$ cat src/rtl/regex_pc_dispatcher_if.sv
// Handshake bundle between the PC dispatcher and its surroundings: seed
// front-end, CPU output PC stream, CPU input PC port and status flags.
interface regex_pc_dispatcher_if #(
    parameter int PC_WIDTH        = 9,
    parameter int CC_ID_BITS      = 2,
    parameter int FIFO_DEPTH_LOG2 = 3
);
    logic                       seed_valid;
    logic [PC_WIDTH-1:0]        seed_pc;
    logic [CC_ID_BITS-1:0]      seed_cc_id;
    logic                       seed_ready;

    logic                       cpu_out_valid;
    logic [PC_WIDTH-1:0]        cpu_out_pc;
    logic [CC_ID_BITS-1:0]      cpu_out_cc_id;
    logic                       cpu_out_ready;

    logic                       cpu_in_valid;
    logic [PC_WIDTH-1:0]        cpu_in_pc;
    logic [CC_ID_BITS-1:0]      cpu_in_cc_id;
    logic                       cpu_in_ready;

    logic                       cpu_running;
    logic [FIFO_DEPTH_LOG2:0]   occupancy;
    logic [FIFO_DEPTH_LOG2:0]   max_occupancy;
    logic                       full;
    logic                       empty;
    logic                       idle;

    modport master (
        output seed_valid, seed_pc, seed_cc_id,
        input  seed_ready,
        output cpu_out_valid, cpu_out_pc, cpu_out_cc_id,
        input  cpu_out_ready,
        input  cpu_in_valid, cpu_in_pc, cpu_in_cc_id,
        output cpu_in_ready,
        output cpu_running,
        input  occupancy, max_occupancy, full, empty, idle
    );

    modport slave (
        input  seed_valid, seed_pc, seed_cc_id,
        output seed_ready,
        input  cpu_out_valid, cpu_out_pc, cpu_out_cc_id,
        output cpu_out_ready,
        output cpu_in_valid, cpu_in_pc, cpu_in_cc_id,
        input  cpu_in_ready,
        input  cpu_running,
        output occupancy, max_occupancy, full, empty, idle
    );
endinterface

$ cat src/rtl/regex_pc_dispatcher.sv
// Circular (cc_id, pc) work queue feeding the regex CPU from its own output
// stream and from external seeds; reports occupancy, high-watermark and idle.
module regex_pc_dispatcher #(
    parameter int PC_WIDTH        = 9,
    parameter int CC_ID_BITS      = 2,
    parameter int FIFO_DEPTH_LOG2 = 3
) (
    input  logic clk,
    input  logic rst,
    regex_pc_dispatcher_if.slave bus
);
    localparam int DEPTH   = 1 << FIFO_DEPTH_LOG2;
    localparam int OCC_W   = FIFO_DEPTH_LOG2 + 1;
    localparam int ENTRY_W = CC_ID_BITS + PC_WIDTH;

    localparam logic [OCC_W-1:0]           OCC_ZERO  = OCC_W'(0);
    localparam logic [OCC_W-1:0]           OCC_ONE   = OCC_W'(1);
    localparam logic [OCC_W-1:0]           OCC_FULL  = OCC_W'(DEPTH);
    localparam logic [FIFO_DEPTH_LOG2-1:0] PTR_ZERO  = FIFO_DEPTH_LOG2'(0);
    localparam logic [FIFO_DEPTH_LOG2-1:0] PTR_ONE   = FIFO_DEPTH_LOG2'(1);

    logic [ENTRY_W-1:0]         mem_r [DEPTH];
    logic [FIFO_DEPTH_LOG2-1:0] wp_r;
    logic [FIFO_DEPTH_LOG2-1:0] rp_r;
    logic [OCC_W-1:0]           occ_r;
    logic [OCC_W-1:0]           max_occ_r;

    logic                       full_s;
    logic                       empty_s;
    logic                       pop_fire_s;
    logic                       space_s;
    logic                       cpu_push_s;
    logic                       seed_push_s;
    logic                       push_s;
    logic [ENTRY_W-1:0]         push_data_s;
    logic [OCC_W-1:0]           occ_next_s;
    logic [OCC_W-1:0]           max_next_s;

    assign full_s      = (occ_r == OCC_FULL);
    assign empty_s     = (occ_r == OCC_ZERO);
    assign pop_fire_s  = !empty_s && bus.cpu_in_ready;
    // A full queue still accepts when the same cycle frees the head slot.
    assign space_s     = !full_s || pop_fire_s;
    assign cpu_push_s  = bus.cpu_out_valid && space_s;
    assign seed_push_s = bus.seed_valid && !bus.cpu_out_valid && space_s;
    assign push_s      = cpu_push_s || seed_push_s;

    // Select push source and compute next occupancy and high-watermark.
    always_comb begin
        push_data_s = {bus.seed_cc_id, bus.seed_pc};
        occ_next_s  = occ_r;
        max_next_s  = max_occ_r;
        if (cpu_push_s) begin
            push_data_s = {bus.cpu_out_cc_id, bus.cpu_out_pc};
        end else begin
            push_data_s = {bus.seed_cc_id, bus.seed_pc};
        end
        case ({push_s, pop_fire_s})
            2'b10:   occ_next_s = occ_r + OCC_ONE;
            2'b01:   occ_next_s = occ_r - OCC_ONE;
            default: occ_next_s = occ_r;
        endcase
        if (occ_next_s > max_occ_r) begin
            max_next_s = occ_next_s;
        end else begin
            max_next_s = max_occ_r;
        end
    end

    // Entry storage; stale contents are harmless because pointers reset.
    always_ff @(posedge clk) begin
        if (!rst && push_s) begin
            mem_r[wp_r] <= push_data_s;
        end
    end

    // Pointers, occupancy and high-watermark.
    always_ff @(posedge clk) begin
        if (rst) begin
            wp_r      <= PTR_ZERO;
            rp_r      <= PTR_ZERO;
            occ_r     <= OCC_ZERO;
            max_occ_r <= OCC_ZERO;
        end else begin
            if (push_s) begin
                wp_r <= wp_r + PTR_ONE;
            end
            if (pop_fire_s) begin
                rp_r <= rp_r + PTR_ONE;
            end
            occ_r     <= occ_next_s;
            max_occ_r <= max_next_s;
        end
    end

    assign bus.seed_ready    = !bus.cpu_out_valid && space_s;
    assign bus.cpu_out_ready = space_s;
    assign bus.cpu_in_valid  = !empty_s;
    assign bus.cpu_in_pc     = mem_r[rp_r][PC_WIDTH-1:0];
    assign bus.cpu_in_cc_id  = mem_r[rp_r][ENTRY_W-1:PC_WIDTH];
    assign bus.occupancy     = occ_r;
    assign bus.max_occupancy = max_occ_r;
    assign bus.full          = full_s;
    assign bus.empty         = empty_s;
    assign bus.idle          = empty_s && !bus.cpu_running && !bus.cpu_out_valid;
endmodule

$ cat src/flat_wrapper.sv
// flat-port wrapper written by rule: the top's interface ports become plain ports
module regex_pc_dispatcher_flat 
#(
    parameter int PC_WIDTH        = 9,
    parameter int CC_ID_BITS      = 2,
    parameter int FIFO_DEPTH_LOG2 = 3
)
  (clk, rst, bus_seed_valid, bus_seed_pc, bus_seed_cc_id, bus_seed_ready, bus_cpu_out_valid, bus_cpu_out_pc, bus_cpu_out_cc_id, bus_cpu_out_ready, bus_cpu_in_valid, bus_cpu_in_pc, bus_cpu_in_cc_id, bus_cpu_in_ready, bus_cpu_running, bus_occupancy, bus_max_occupancy, bus_full, bus_empty, bus_idle);
  regex_pc_dispatcher_if #(.PC_WIDTH(PC_WIDTH), .CC_ID_BITS(CC_ID_BITS), .FIFO_DEPTH_LOG2(FIFO_DEPTH_LOG2)) bus_i ();
  input  logic clk;
  input  logic rst;
  input wire logic [$bits(bus_i.seed_valid)-1:0] bus_seed_valid;
  input wire logic [$bits(bus_i.seed_pc)-1:0] bus_seed_pc;
  input wire logic [$bits(bus_i.seed_cc_id)-1:0] bus_seed_cc_id;
  output wire logic [$bits(bus_i.seed_ready)-1:0] bus_seed_ready;
  input wire logic [$bits(bus_i.cpu_out_valid)-1:0] bus_cpu_out_valid;
  input wire logic [$bits(bus_i.cpu_out_pc)-1:0] bus_cpu_out_pc;
  input wire logic [$bits(bus_i.cpu_out_cc_id)-1:0] bus_cpu_out_cc_id;
  output wire logic [$bits(bus_i.cpu_out_ready)-1:0] bus_cpu_out_ready;
  output wire logic [$bits(bus_i.cpu_in_valid)-1:0] bus_cpu_in_valid;
  output wire logic [$bits(bus_i.cpu_in_pc)-1:0] bus_cpu_in_pc;
  output wire logic [$bits(bus_i.cpu_in_cc_id)-1:0] bus_cpu_in_cc_id;
  input wire logic [$bits(bus_i.cpu_in_ready)-1:0] bus_cpu_in_ready;
  input wire logic [$bits(bus_i.cpu_running)-1:0] bus_cpu_running;
  output wire logic [$bits(bus_i.occupancy)-1:0] bus_occupancy;
  output wire logic [$bits(bus_i.max_occupancy)-1:0] bus_max_occupancy;
  output wire logic [$bits(bus_i.full)-1:0] bus_full;
  output wire logic [$bits(bus_i.empty)-1:0] bus_empty;
  output wire logic [$bits(bus_i.idle)-1:0] bus_idle;
  assign bus_i.seed_valid = bus_seed_valid;
  assign bus_i.seed_pc = bus_seed_pc;
  assign bus_i.seed_cc_id = bus_seed_cc_id;
  assign bus_seed_ready = bus_i.seed_ready;
  assign bus_i.cpu_out_valid = bus_cpu_out_valid;
  assign bus_i.cpu_out_pc = bus_cpu_out_pc;
  assign bus_i.cpu_out_cc_id = bus_cpu_out_cc_id;
  assign bus_cpu_out_ready = bus_i.cpu_out_ready;
  assign bus_cpu_in_valid = bus_i.cpu_in_valid;
  assign bus_cpu_in_pc = bus_i.cpu_in_pc;
  assign bus_cpu_in_cc_id = bus_i.cpu_in_cc_id;
  assign bus_i.cpu_in_ready = bus_cpu_in_ready;
  assign bus_i.cpu_running = bus_cpu_running;
  assign bus_occupancy = bus_i.occupancy;
  assign bus_max_occupancy = bus_i.max_occupancy;
  assign bus_full = bus_i.full;
  assign bus_empty = bus_i.empty;
  assign bus_idle = bus_i.idle;
  regex_pc_dispatcher #(.PC_WIDTH(PC_WIDTH), .CC_ID_BITS(CC_ID_BITS), .FIFO_DEPTH_LOG2(FIFO_DEPTH_LOG2)) u_core (.clk(clk), .rst(rst), .bus(bus_i));
endmodule
$ cat config.mk
export PLATFORM = sky130hd
export DESIGN_NAME = regex_pc_dispatcher_flat
export DESIGN_NICKNAME = d
export VERILOG_FILES = /design/src/rtl/regex_pc_dispatcher_if.sv /design/src/rtl/regex_pc_dispatcher.sv /design/src/flat_wrapper.sv
export SDC_FILE = /design/constraint.sdc
export NUM_CORES = 1
export LEC_CHECK = 0
export BUFFER_PORTS_ARGS = -buffer_cell sky130_fd_sc_hd__buf_4
export CAP_MARGIN = 20
export CORE_MARGIN = 2
export CORE_UTILIZATION = 45
export CTS_BUF_LIST = sky130_fd_sc_hd__clkbuf_4 sky130_fd_sc_hd__clkbuf_8
export CTS_CLUSTER_SIZE = 16
export DETAILED_ROUTE_END_ITERATION = 10
export PLACE_DENSITY = 0.69
export SLEW_MARGIN = 20
export SYNTH_ARGS = -nofsm -noshare
export SYNTH_HDL_FRONTEND = slang
export SYNTH_SLANG_ARGS = --single-unit
$ cat constraint.sdc
create_clock -name clk -period 3.4 [get_ports clk]
set_input_delay 0.68 -clock clk [delete_from_list [all_inputs] [get_ports clk]]
set_output_delay 0.68 -clock clk [all_outputs]
set_load 0.05 [all_outputs]
# Yosys cells after proc, flatten, opt, wreduce, memory -nomap -nowiden
# Memory sizes are Yosys's and may differ from the RTL's. A register that Yosys moved wholly into a read port is not among the register bits.
# Index checks and enable logic that the tools add are counted.
[word_totals] register_bits=14 mem_bits_rw=88 memories=1
[classes] addsub=4 magnitude_cmp=1 n_eq_ne=3 n_mux=6 reduce_logical=16
[mem_list] name="u_core.mem_r" words=8 word_bits=11 rd=1 rd_clocked_by_memory_dff=1 write_ports=1 line_no="regex_pc_dispatcher.sv:22" text="logic [ENTRY_W-1:0] mem_r [DEPTH];"
[ops] operator="11-bit two-way mux" count=1
[ops] operator="1-bit logical AND" count=8
[ops] operator="4-bit case mux with 2 select lines" count=1
[ops] operator="3-bit by 1-bit adder with 3-bit output, second input constant" count=2
[ops] operator="3-bit two-way mux" count=2
[ops] operator="1-bit logical NOT" count=5
[ops] operator="4-bit by 1-bit adder with 4-bit output, second input constant" count=1
[ops] operator="4-bit == test, second input constant" count=1
[ops] operator="4-bit greater-than comparator" count=1
[ops] operator="4-bit logical NOT" count=1
[ops] operator="4-bit by 1-bit subtractor with 4-bit output, second input constant" count=1
[ops] operator="2-bit by 1-bit == test with 1-bit output, second input constant" count=1
[ops] operator="2-bit == test, second input constant" count=1
[ops] operator="1-bit logical OR" count=2
[ops] operator="1-bit two-way mux" count=2

# Depth between registers and ports, before layout
[depth] ltp_word=9 depth_mapped=16 mapped_depth_nobuf=13

# Worst setup path before layout
# Ideal clock, no wire load.
[synth_timing] kind="register to register" startpoint="register u_core.occ_r[3], in the netlist u_core.bus.occupancy[3]" endpoint="register u_core.max_occ_r[2], in the netlist u_core.bus.max_occupancy[2]" t_arrival_ps=3548 slack_ps=-236 stages_incl_launch_ff=13 path_buffers=1 path_cell_list="dfxtp_1 or4b_1 o22ai_1 ha_1 clkbuf_1 nand4b_1 a21o_1 nand2_1 ha_1 a211oi_1 and2_1 nor2_1 a311oi_2"
[synth_via] elab_chain_cells=9 word_cells_on_any_way=15
[synth_rtl] element="from (decl)" line_no="regex_pc_dispatcher.sv:25" text="logic [OCC_W-1:0] occ_r;"
[synth_rtl] element="from (signal assigned)" line_no="regex_pc_dispatcher.sv:91" text="occ_r <= occ_next_s;"
[synth_rtl] element="4-bit logical NOT" line_no="regex_pc_dispatcher.sv:40" text="assign empty_s = (occ_r == OCC_ZERO);"
[synth_rtl] element="1-bit logical NOT" line_no="regex_pc_dispatcher.sv:41" text="assign pop_fire_s = !empty_s && bus.cpu_in_ready;"
[synth_rtl] element="1-bit logical AND" line_no="regex_pc_dispatcher.sv:41"
[synth_rtl] element="1-bit logical OR" line_no="regex_pc_dispatcher.sv:43" text="assign space_s = !full_s || pop_fire_s;"
[synth_rtl] element="1-bit logical AND, on equally long branches" line_no="regex_pc_dispatcher.sv:44, regex_pc_dispatcher.sv:45"
[synth_rtl] element="1-bit logical OR" line_no="regex_pc_dispatcher.sv:46" text="assign push_s = cpu_push_s || seed_push_s;"
[synth_rtl] element="2-bit by 1-bit == test with 1-bit output / 2-bit == test (equally long branches)" line_no="regex_pc_dispatcher.sv:58" text="case ({push_s, pop_fire_s})"
[synth_rtl] element="4-bit case mux with 2 select lines *" line_no="regex_pc_dispatcher.sv:58"
[synth_rtl] element="named net u_core.occ_next_s[2]" line_no="regex_pc_dispatcher.sv:36" text="logic [OCC_W-1:0] occ_next_s;"
[synth_rtl] element="4-bit greater-than comparator" line_no="regex_pc_dispatcher.sv:63" text="if (occ_next_s > max_occ_r) begin"
[synth_rtl] element="to (signal assigned)" line_no="regex_pc_dispatcher.sv:92" text="max_occ_r <= max_next_s;"
[synth_rtl] element="to (decl)" line_no="regex_pc_dispatcher.sv:26" text="logic [OCC_W-1:0] max_occ_r;"
# Mark *: on every way through the listed nets, which the timed path passes. The rest lies on a longest branch.
# A chain may end at the register's enable or synchronous reset.

# Worst setup path after layout
[layout_timing] startpoint="register u_core.occ_r[2], in the netlist u_core.bus.occupancy[2]" endpoint="register u_core.max_occ_r[0], in the netlist u_core.bus.max_occupancy[0]"
[layout_via] elab_chain_cells=9 word_cells_on_any_way=15
[layout_rtl] element="4-bit logical NOT *" line_no="regex_pc_dispatcher.sv:40"
[layout_rtl] element="1-bit logical NOT *" line_no="regex_pc_dispatcher.sv:41"
[layout_rtl] element="1-bit logical AND *" line_no="regex_pc_dispatcher.sv:41"
[layout_rtl] element="named net u_core.pop_fire_s" line_no="regex_pc_dispatcher.sv:30" text="logic pop_fire_s;"
[layout_rtl] element="1-bit logical OR" line_no="regex_pc_dispatcher.sv:43"
[layout_rtl] element="1-bit logical AND, on equally long branches" line_no="regex_pc_dispatcher.sv:44, regex_pc_dispatcher.sv:45"
[layout_rtl] element="1-bit logical OR" line_no="regex_pc_dispatcher.sv:46"
[layout_rtl] element="2-bit by 1-bit == test with 1-bit output / 2-bit == test (equally long branches)" line_no="regex_pc_dispatcher.sv:58"
[layout_rtl] element="4-bit case mux with 2 select lines *" line_no="regex_pc_dispatcher.sv:58"
[layout_rtl] element="named net u_core.occ_next_s[3]" line_no="regex_pc_dispatcher.sv:36"
[layout_rtl] element="4-bit greater-than comparator *" line_no="regex_pc_dispatcher.sv:63"
# Marks and branches as above.

==> metrics.md <==
| Metric | Value |
|---|---|
| # DRC | `0` |
| Leading post-synthesis cells by cell area | `edfxtp_1 (60%), mux4_2 (11%), dfxtp_1 (7.7%)` |
| Row count | `36` |
| Layout Cells excl Fill | `462` |
| Antenna Violating Nets Remaining | `0` |
| First DRT Iteration DRCs | `140` |
| RSZ-0062 raised after global routing | `no` |
| Chip Height | `103 um` |
| Clk_skew | `0.00929 ns` |
| FF+latch count, synth | `105` |
| Detailed-router iteration count before antenna repair | `4` |
| Share of Yosys cell area claimed by the top area cell type | `60.1%` |
| Core Util, Final | `54.9%` |
| I/O pin total | `53` |
| Die W | `103 um` |
| Layout Area Growth over Synthesis | `20.3%` |
| Final layout net count | `361` |
| Fill cells | `781` |
| YS warnings | `0` |
| Worst path max stage delay | `0.57 ns` |
| CTS max path bufs | `2` |
| Slew @ Worst Pin | `0.690 ns` |
| Via count | `2446` |
| Commonest non-fill, non-tap cell in the layout | `edfxtp_1` |
| Crit-path cells | `or4_4, nand2_1, inv_1, ha_4, nor3_1, o211ai_1, and4_4, inv_1, ha_1, nor2_1, a41o_1, or3_1, a21oi_1` |
| WL final | `8.22 mm` |
| Initial antenna violation count | `0` |
| Vias per cell | `5.29` |
| Commonest cells after routing, fill and taps aside | `edfxtp_1 (88), buf_4 (69), mux2_2 (23), mux4_2 (22), nor2_1 (17)` |
| N_diodes | `0` |
| Power per cell area | `769 mW/mm^2` |
| Total grt overflow | `0` |
| Max_cap viols | `0` |
| Type of the worst setup path | `reg -> reg` |
| Routed len/inst | `17.8 um` |
| Share of cells above drive strength 1 | `42.6%` |
| Dpl cells | `445` |
| Sequential area share after synthesis | `67.8%` |
| Total power | `4.07 mW` |
| Synth Flop Type | `edfxtp_1` |
| Outcome | `complete, no violations` |
| Synth area leader | `edfxtp_1` |
| Register area | `0.00299 mm^2` |
| Critical path buffers and inverters | `2` |
| Syn nets | `292` |
| Vias in the first global route | `2384` |
| Root Driver | `clkbuf_8` |
| Worst-path clk slew | `0.09 ns` |
| Top achievable clock speed | `318 MHz` |
| Die area | `0.0106 mm^2` |
| Cell count after synthesis | `256` |
| Crit path capture type | `flop` |
| Min Hold Slack | `0.506 ns` |
| Avg Inst Size Synth | `17.2 um^2` |
| First-pass GRT wire length | `12.9 mm` |
| Cell Area, Synth | `0.00440 mm^2` |
| Largest fanout on the critical path | `9` |
| Max-slew violations | `0` |
| Final Hold Vio Count | `0` |
| Area of the multi-input gates | `0.00138 mm^2` |
| Total CTS buffers | `9` |
| H-tree Lvls | `3` |
| WP data required | `3.69 ns` |
| Startpoint Class | `flop` |
| CTS tree | `yes` |
| Yosys cell types | `41` |
| Setup Viol. Count Final | `0` |
| Post-route setup TNS | `0 ns` |
| Slew headroom | `54.0%` |
| Insertion delay to the later sink of the worst-skew pair | `0.35 ns` |
| Slowest cell on crit path | `or4_4` |
| Peak supply drop | `0.000950 V` |
| Post-synth ARST share | `0%` |
| Placer Congestion | `0.799` |
| Largest delay share family, worst path | `simple AND/OR/NAND/NOR gates` |
| HP Class | `reg -> reg` |
| CP arrival | `3.44 ns` |
| Port bufs | `52` |
| Post-layout min period | `3.15 ns` |
| Initial core utilization | `45.6%` |
| HPWL Detailed | `5.25 mm` |
| Tot GR Track Use | `16.9%` |
| Hold_buf cts | `0` |
| Core area | `0.00964 mm^2` |
| Pin count of the biggest net entering global routing | `23` |
| Clk sinks | `105` |
| Crit-path most repeated cell | `inv_1` |
| P_leak | `1.88 nW` |
| Post-synth EDFFs | `88` |
| Final period util | `92.6%` |
registers in the layout, indices dropped and copies added, names as in the netlist, named ones only:
name and flops:
u_core.rp_r 3, u_core.bus.occupancy 4, u_core.mem_r 88, u_core.wp_r 3, u_core.bus.max_occupancy 4
what timing repair did:
action | 4_1_cts | 5_1_grt
endpoints found under the setup margin | 0 | 4
buffers inserted | 0 | 2
resized for setup | 0 | 9
area by class of cell:
type | instances | area share, %
clock buffer | 9 | 2.34
clock inverter | 6 | 1.54
inverter | 8 | 0.568
multi-input combinational | 132 | 26.2
sequential | 105 | 56.5
tap | 133 | 3.14
timing repair buffer | 69 | 9.79
worst min-delay path: cells and delay by family, from the launching register on:
kind	cells	cell delay [ns]
AO/OA/AOI/OAI	1	0.07
flip-flops	1	0.33
AND/OR/NAND/NOR	1	0.06
Yosys cell counts (3+ instances only):
master and number:
edfxtp_1 88, a21oi_1 7, nand2_1 8, clkbuf_1 6, inv_1 8, mux4_2 22, nor3_1 6, ha_1 8
nand3_1 3, dfxtp_1 17, nor2_1 17, mux2_2 23, xor2_1 5, a211o_1 3
per-layer routing:
metal	track usage, %	wire length [um]	up-vias	part of all wire [%]
met5	0	0	-	0
met4	4.96	86	0	1.0
met3	3.59	442	10	5.4
met2	27.1	4050	64	49
met1	23.7	3640	1217	44
li1	-	-	1155	-
report_power, final:
part	switching (mW)	internal, mW
Combinational	0.984	0.704
Sequential	0.0730	1.51
Clock	0.395	0.407
Total	1.45	2.62
metrics by stage:
step	instance area (um^2)	setup slack, ns
final	5290	0.252
after CTS	5230	0.0104
after detailed placement	5030	0.0166
after global routing	5290	0.0541
after floorplan	4410	0.00171
after global placement	5030	0.137
final timing paths:
check                                             start                          end  slack, ns  cells after the start
worst max-delay path            u_core.bus.occupancy[2]  u_core.bus.max_occupancy[0]       0.25                     13
worst min register to register           u_core.rp_r[1]               u_core.rp_r[1]       0.51                      2
worst min-delay path                     u_core.rp_r[1]               u_core.rp_r[1]       0.51                      2
worst max register to register  u_core.bus.occupancy[2]  u_core.bus.max_occupancy[0]       0.25                     13
kinds of logic after synthesis:
group	after synthesis	share of synthesized area, %
xor+xnor	6	1.19
simple gates	50	5.83
buf+inv	19	1.85
fa+ha+maj	8	2.28
flops	105	67.8
compound gates	22	3.67
mux	46	17.4
Power figures use the tool's default switching activity.
